===== config.mk =====
export PLATFORM = sky130hd
export DESIGN_NAME = ripple_count_reader
export DESIGN_NICKNAME = d
export VERILOG_FILES = /design/src/rtl/ripple_pkg.sv /design/src/rtl/ripple_sync.sv /design/src/rtl/ripple_count_reader.sv
export SDC_FILE = /design/constraint.sdc
export NUM_CORES = 1
export LEC_CHECK = 0
export BUFFER_PORTS_ARGS = -buffer_cell sky130_fd_sc_hd__clkbuf_2
export CAP_MARGIN = 10
export CORE_UTILIZATION = 35
export CTS_CLUSTER_DIAMETER = 80
export DETAILED_ROUTE_END_ITERATION = 12
export SYNTH_ARGS = -nofsm -noshare
export SYNTH_HDL_FRONTEND = slang
export SYNTH_SLANG_ARGS = --single-unit

===== constraint.sdc =====
create_clock -name clk -period 5.1 [get_ports clk]
set_input_delay 1.02 -clock clk [delete_from_list [all_inputs] [get_ports clk]]
set_output_delay 1.02 -clock clk [all_outputs]
set_load 0.005 [all_outputs]

===== src/rtl/ripple_pkg.sv =====
// Shared types and helpers for the ripple counter reader.
package ripple_pkg;

  localparam int unsigned CNT_W_DEF = 4;
  localparam int unsigned EXT_W_DEF = 16;

  typedef enum logic [0:0] {
    StIdle,
    StHold
  } state_e;

  // Wrap-aware difference of two counter values, masked to the counter width.
  function automatic logic [31:0] mod_delta(input logic [31:0] cur, input logic [31:0] base,
                                            input int unsigned width);
    logic [31:0] mask;
    mask = (32'd1 << width) - 32'd1;
    return (cur - base) & mask;
  endfunction

endpackage


===== src/rtl/ripple_sync.sv =====
// Single-bit multi-stage synchronizer for an asynchronous input.
module ripple_sync #(
  parameter int unsigned STAGES = 2
) (
  input  logic clk,
  input  logic reset_n,
  input  logic i_async,
  output logic o_sync
);

  logic [STAGES-1:0] r_chain;

  always_ff @(posedge clk or negedge reset_n) begin
    if (!reset_n) begin
      r_chain <= '0;
    end else begin
      r_chain <= {r_chain[STAGES-2:0], i_async};
    end
  end

  assign o_sync = r_chain[STAGES-1];

endmodule


===== src/rtl/ripple_count_reader.sv =====
// Samples a free-running ripple counter, accumulates wrap-aware deltas and offers snapshots.
// Define RIPPLE_COUNT_READER_DROP_CNT_EN to add the drop_cnt output for dropped sample requests.
module ripple_count_reader
  import ripple_pkg::*;
#(
  parameter int unsigned CNT_W       = CNT_W_DEF,
  parameter int unsigned EXT_W       = EXT_W_DEF,
  parameter int unsigned SYNC_STAGES = 2
) (
  input  logic             clk,
  input  logic             reset_n,
  input  logic [CNT_W-1:0] ripple_q,
  input  logic             clear,
  input  logic             sample_req,
  output logic             count_valid,
  input  logic             count_ready,
  output logic [EXT_W-1:0] count_out,
  output logic             overflow
`ifdef RIPPLE_COUNT_READER_DROP_CNT_EN
  ,
  output logic [7:0]       drop_cnt
`endif
);

  logic [CNT_W-1:0] w_sync;
  logic [CNT_W-1:0] r_prev;
  logic [CNT_W-1:0] r_base;
  logic [CNT_W-1:0] w_base_d;
  logic [EXT_W-1:0] r_acc;
  logic [EXT_W-1:0] w_acc_d;
  logic             r_overflow;
  logic             w_overflow_d;
  logic [EXT_W-1:0] w_delta;
  logic [EXT_W:0]   w_sum;
  logic             w_stable;
  logic             w_fire;

  state_e           r_state;
  state_e           w_state_d;
  logic [EXT_W-1:0] r_count_out;
  logic [EXT_W-1:0] w_count_out_d;
  logic             r_count_valid;
  logic             w_count_valid_d;

  for (genvar g = 0; g < CNT_W; g++) begin : g_sync
    ripple_sync #(
      .STAGES(SYNC_STAGES)
    ) u_sync (
      .clk    (clk),
      .reset_n(reset_n),
      .i_async(ripple_q[g]),
      .o_sync (w_sync[g])
    );
  end

  // A value only counts once it has been seen on two consecutive cycles.
  assign w_stable = (w_sync == r_prev);
  assign w_fire   = w_stable && (w_sync != r_base);
  assign w_delta  = EXT_W'(mod_delta(32'(w_sync), 32'(r_base), CNT_W));
  assign w_sum    = {1'b0, r_acc} + {1'b0, w_delta};

  always_comb begin
    w_acc_d      = r_acc;
    w_base_d     = r_base;
    w_overflow_d = r_overflow;
    if (clear) begin
      w_acc_d      = '0;
      w_overflow_d = 1'b0;
      w_base_d     = r_prev;
    end else if (w_fire) begin
      w_acc_d  = w_sum[EXT_W-1:0];
      w_base_d = w_sync;
      if (w_sum[EXT_W]) begin
        w_overflow_d = 1'b1;
      end
    end
  end

  always_comb begin
    w_state_d       = r_state;
    w_count_out_d   = r_count_out;
    w_count_valid_d = r_count_valid;
    unique case (r_state)
      StIdle: begin
        if (sample_req) begin
          w_count_out_d   = r_acc;
          w_count_valid_d = 1'b1;
          w_state_d       = StHold;
        end
      end
      StHold: begin
        if (r_count_valid && count_ready) begin
          w_count_valid_d = 1'b0;
          w_state_d       = StIdle;
        end
      end
      default: w_state_d = StIdle;
    endcase
  end

  always_ff @(posedge clk or negedge reset_n) begin
    if (!reset_n) begin
      r_prev        <= '0;
      r_base        <= '0;
      r_acc         <= '0;
      r_overflow    <= 1'b0;
      r_state       <= StIdle;
      r_count_out   <= '0;
      r_count_valid <= 1'b0;
    end else begin
      r_prev        <= w_sync;
      r_base        <= w_base_d;
      r_acc         <= w_acc_d;
      r_overflow    <= w_overflow_d;
      r_state       <= w_state_d;
      r_count_out   <= w_count_out_d;
      r_count_valid <= w_count_valid_d;
    end
  end

  assign count_out   = r_count_out;
  assign count_valid = r_count_valid;
  assign overflow    = r_overflow;

`ifdef RIPPLE_COUNT_READER_DROP_CNT_EN
  logic       w_drop;
  logic [7:0] r_drop_cnt;

  // Any request seen while a snapshot is outstanding, including the accept cycle, is a drop.
  assign w_drop = (r_state == StHold) && sample_req;

  always_ff @(posedge clk or negedge reset_n) begin
    if (!reset_n) begin
      r_drop_cnt <= '0;
    end else if (clear) begin
      r_drop_cnt <= '0;
    end else if (w_drop && (r_drop_cnt != 8'hFF)) begin
      r_drop_cnt <= r_drop_cnt + 8'd1;
    end
  end

  assign drop_cnt = r_drop_cnt;
`else
  // Dropped requests are silently ignored in this build.
`endif

endmodule


==> impl_summary.md <==
Status
The flow ran to the end, and the final reports show no timing, DRC or antenna violations.

Clock tree
The depth of the CTS H-tree is 2. The tree is rooted in a clkbuf_8. The later pin in the worst-skew pair is clocked with a latency of ~300 ps. Once the clock tree was built, the resizer swapped 0 gates to a different size. TritonCTS built the clock tree. Counting along the longest clock path gives a buffer depth of 2. The number of clock buffers added by TritonCTS is 5.

Counting every sink on the clock net gives between 50 and 60. Hold repair after CTS inserted 0 buffers. The total setup buffers inserted after CTS is 0. The clock input transition at the sequential cells of the worst setup and hold paths is approximately 90 ps.

Layout
0 antenna diodes ended up in the layout. After the last flow step, the layout net total stands at between 200 and 300. The area of all placed cells without fillers is 2820 µm². Fill cells in the final layout number ~660. The area growth from synthesis to final layout is 12.0%.

The final core area utilization is about two fifths. The layout cell share with drive strength beyond 1 is roughly a fifth.

Timing
Setup violations remaining at the end of the flow were counted as 0. For this run, the top clock speed supported by timing is between 0.3 and 0.4 GHz. The total count of max-transition violations in the final report is 0. The setup skew after layout is 5.97 ps. The setup total negative slack is 0 ps. The final count of hold timing violations is 0. The relative slew slack is 42.7%. The measured slew at the worst slew-check pin is roughly 860 ps.

The clock period could shrink to about 2900 ps. Setup repair after global routing left no endpoint under its margin. The final critical-path share of the clock period is a little under three fifths.

Floorplan
The die is about 87 µm tall. The number of top-level pins is 27. The floorplan step set the die width to 86.8 µm.

The floorplan has 30 rows. The die covers 7530 µm². The initial utilization of the core area, before any placement, comes to 36.6%. The placeable core region is approximately 6900 µm².

Hold path
The worst min-delay path category is register to register.

Global route
The overall overflow remaining after global route is 0. The number of antenna violations at the first check in global routing came to 0. The pin count of the biggest net entering global routing is 52.

The global-route total usage across every layer is between 10% and 20%. The via count of the first global-routing pass came to 1612. The wire length of the first global-routing pass is 7.87 mm.

Synth
The commonest cells after synthesis are dfrtp_1 (51), mux2_1 (23), nor2_1 (16). Counting flops with a built-in enable in the synthesized netlist gives 0. Sequential elements use 50.7% of the synthesized area. After synthesis the netlist holds a flip-flop and latch count of between 50 and 60. In the synthesized netlist, the number of instances is about 210. The most used standard cell by instance count after synthesis is dfrtp_1.

The synthesized design spends more area on one cell type than any other, namely dfrtp_1. The prevailing post-synth register cell is dfrtp_1. The synthesized area per cell is between 10 and 15 µm².

The fraction of registers with async set/reset is 100%. By area the synthesized netlist is led by dfrtp_1 (51%), mux2_1 (10%), ha_1 (4.0%). The mapped netlist covers ~2500 µm². The fraction of post-synthesis cell area in the top cell type by area is 50.7%. The number of warning messages in the yosys log is 0. The count of cell types in the netlist is between 40 and 50. Synthesis produced a netlist with a net count of ~230.

Route
The detailed-route DRC error count is 0. The starting DRC count in detailed routing is 84. The via count is between 1500 and 2000.

In the routed layout, each cell is associated on average with a via count of between 4 and 5. Once detail routing completed, the nets flagged for antenna violations numbered 0. Wires add up to around 4.5 mm.

The detailed-router iteration count before antenna repair is 6. Dividing the detail-routed wire length by the instance count gives between 10 and 15 µm.

Placement
The number of buffers added on ports is 26. The routability congestion estimate from global placement is around 0.81. The placed standard-cell area is 2710 µm². After legalization and detailed placement, the total HPWL measured roughly 3.0 mm.

Critical path
STA classifies the critical path endpoint as a register. By startpoint and endpoint, the worst setup path is classified as register to register. The required time at the endpoint of the critical path is 5290 ps. In this run the worst path has a maximum fanout of 6. The worst endpoint data arrival time is about 3100 ps.

The type of origin of the critical path is a register.

Pwr
The areal power density over the cells is roughly 310 nW/µm². The analysis attributes to cell leakage a power of 1.34 nW. The peak supply drop is ~0.11 mV. Total power for the finished layout comes to 882 µW.

Flow run
The reported max-cap violation count is 0.
[layout make-up]
cell class	count	area, µm²	area share (%)
Tap cell	96	120	4.26
Clock buffer	5	68.8	2.44
Sequential cell	51	1280	45.3
Clock inverter	2	37.5	1.33
Inverter	11	41.3	1.47
Multi-Input combinational cell	141	1140	40.3
Timing Repair Buffer	27	138	4.88
[layer usage]
metal  global-route usage, %  wire length (µm)  up-vias
li1                        -                 -      800
met1                    19.5              2250      809
met2                    19.7              2000       45
met3                    2.67               190        7
met4                    5.45                76        0
met5                       0                 0        -
[flip-flops by register name, indices dropped and copies added (netlist names)]
name and count:
g_sync.u_sync.r_chain 8, overflow 1, count_valid 1, r_base 4, r_state 1, count_out 16
r_acc 16, r_prev 4
[logic make-up (layout without fill, tap and decap cells)]
family,count (synthesis),in the layout,share of synthesized area (%)
flops,51,51,50.7
simple gates,63,63,16.0
xor+xnor,9,9,3.43
buf+inv,22,45,4.13
mux,24,24,10.7
fa+ha+maj,10,10,5.57
compound gates,35,35,9.50
[power breakdown]
part / leakage (nW) / switching (mW) / internal, mW
clock: 0.0502 / 0.135 / 0.144
combinational: 0.618 / 0.0883 / 0.0620
sequential: 0.667 / 0.0202 / 0.433
[metrics by stage]
step | worst slack, ps | cells | hold WS (ps)
4_1_cts | 2230 | 333 | 358
2_1_floorplan | 2520 | 214 | 331
3_5_place_dp | 2250 | 326 | 336
6_report | 2240 | 333 | 354
3_3_place_gp | 2300 | 326 | 334
5_1_grt | 2030 | 333 | 359
[critical path, stage by stage, from the launching register on]
cell	delay, ps
dfrtp_1	460
ha_1	320
a21o_1	160
a21oi_1	170
xor2_1	210
ha_1	300
a21o_1	200
a31oi_2	460
nor4_1	130
mux2_1	350
[worst paths after layout]
kind / start / to / slack [ps] / cells after the start
min in group asynchronous: reset_n / r_state$_DFF_PN0_ / 810 / 2
worst max-delay path: g_sync[1].u_sync.r_chain[1]$_DFF_PN0_ / r_acc[11]$_DFFE_PN0P_ / 2240 / 9
worst min-delay path: g_sync[3].u_sync.r_chain[0]$_DFF_PN0_ / g_sync[3].u_sync.r_chain[1]$_DFF_PN0_ / 350 / 0
worst min register to register: g_sync[3].u_sync.r_chain[0]$_DFF_PN0_ / g_sync[3].u_sync.r_chain[1]$_DFF_PN0_ / 350 / 0
worst max register to register: g_sync[1].u_sync.r_chain[1]$_DFF_PN0_ / r_acc[11]$_DFFE_PN0P_ / 2240 / 9
max in group asynchronous: reset_n / g_sync[2].u_sync.r_chain[1]$_DFF_PN0_ / 3850 / 2
[placed cells by master, fill, tap and decap left out, types with 2 or more instances in the layout]
cell / count
nand3_1: 10
nor4b_2: 2
dfrtp_1: 51
a21oi_1: 7
nor2_1: 16
xnor2_1: 5
nand2_1: 6
o21ai_1: 7
nor2b_1: 8
or4_1: 2
a21o_1: 4
ha_1: 8
fa_1: 2
xor2_1: 3
mux2_1: 23
nor4_2: 4
o31ai_1: 2
and4_1: 3
o22ai_1: 2
or2_1: 2
clkbuf_8: 5
clkbuf_2: 26
inv_1: 10
a31oi_1: 5
No activity file was read; power rests on OpenSTA's default activity.
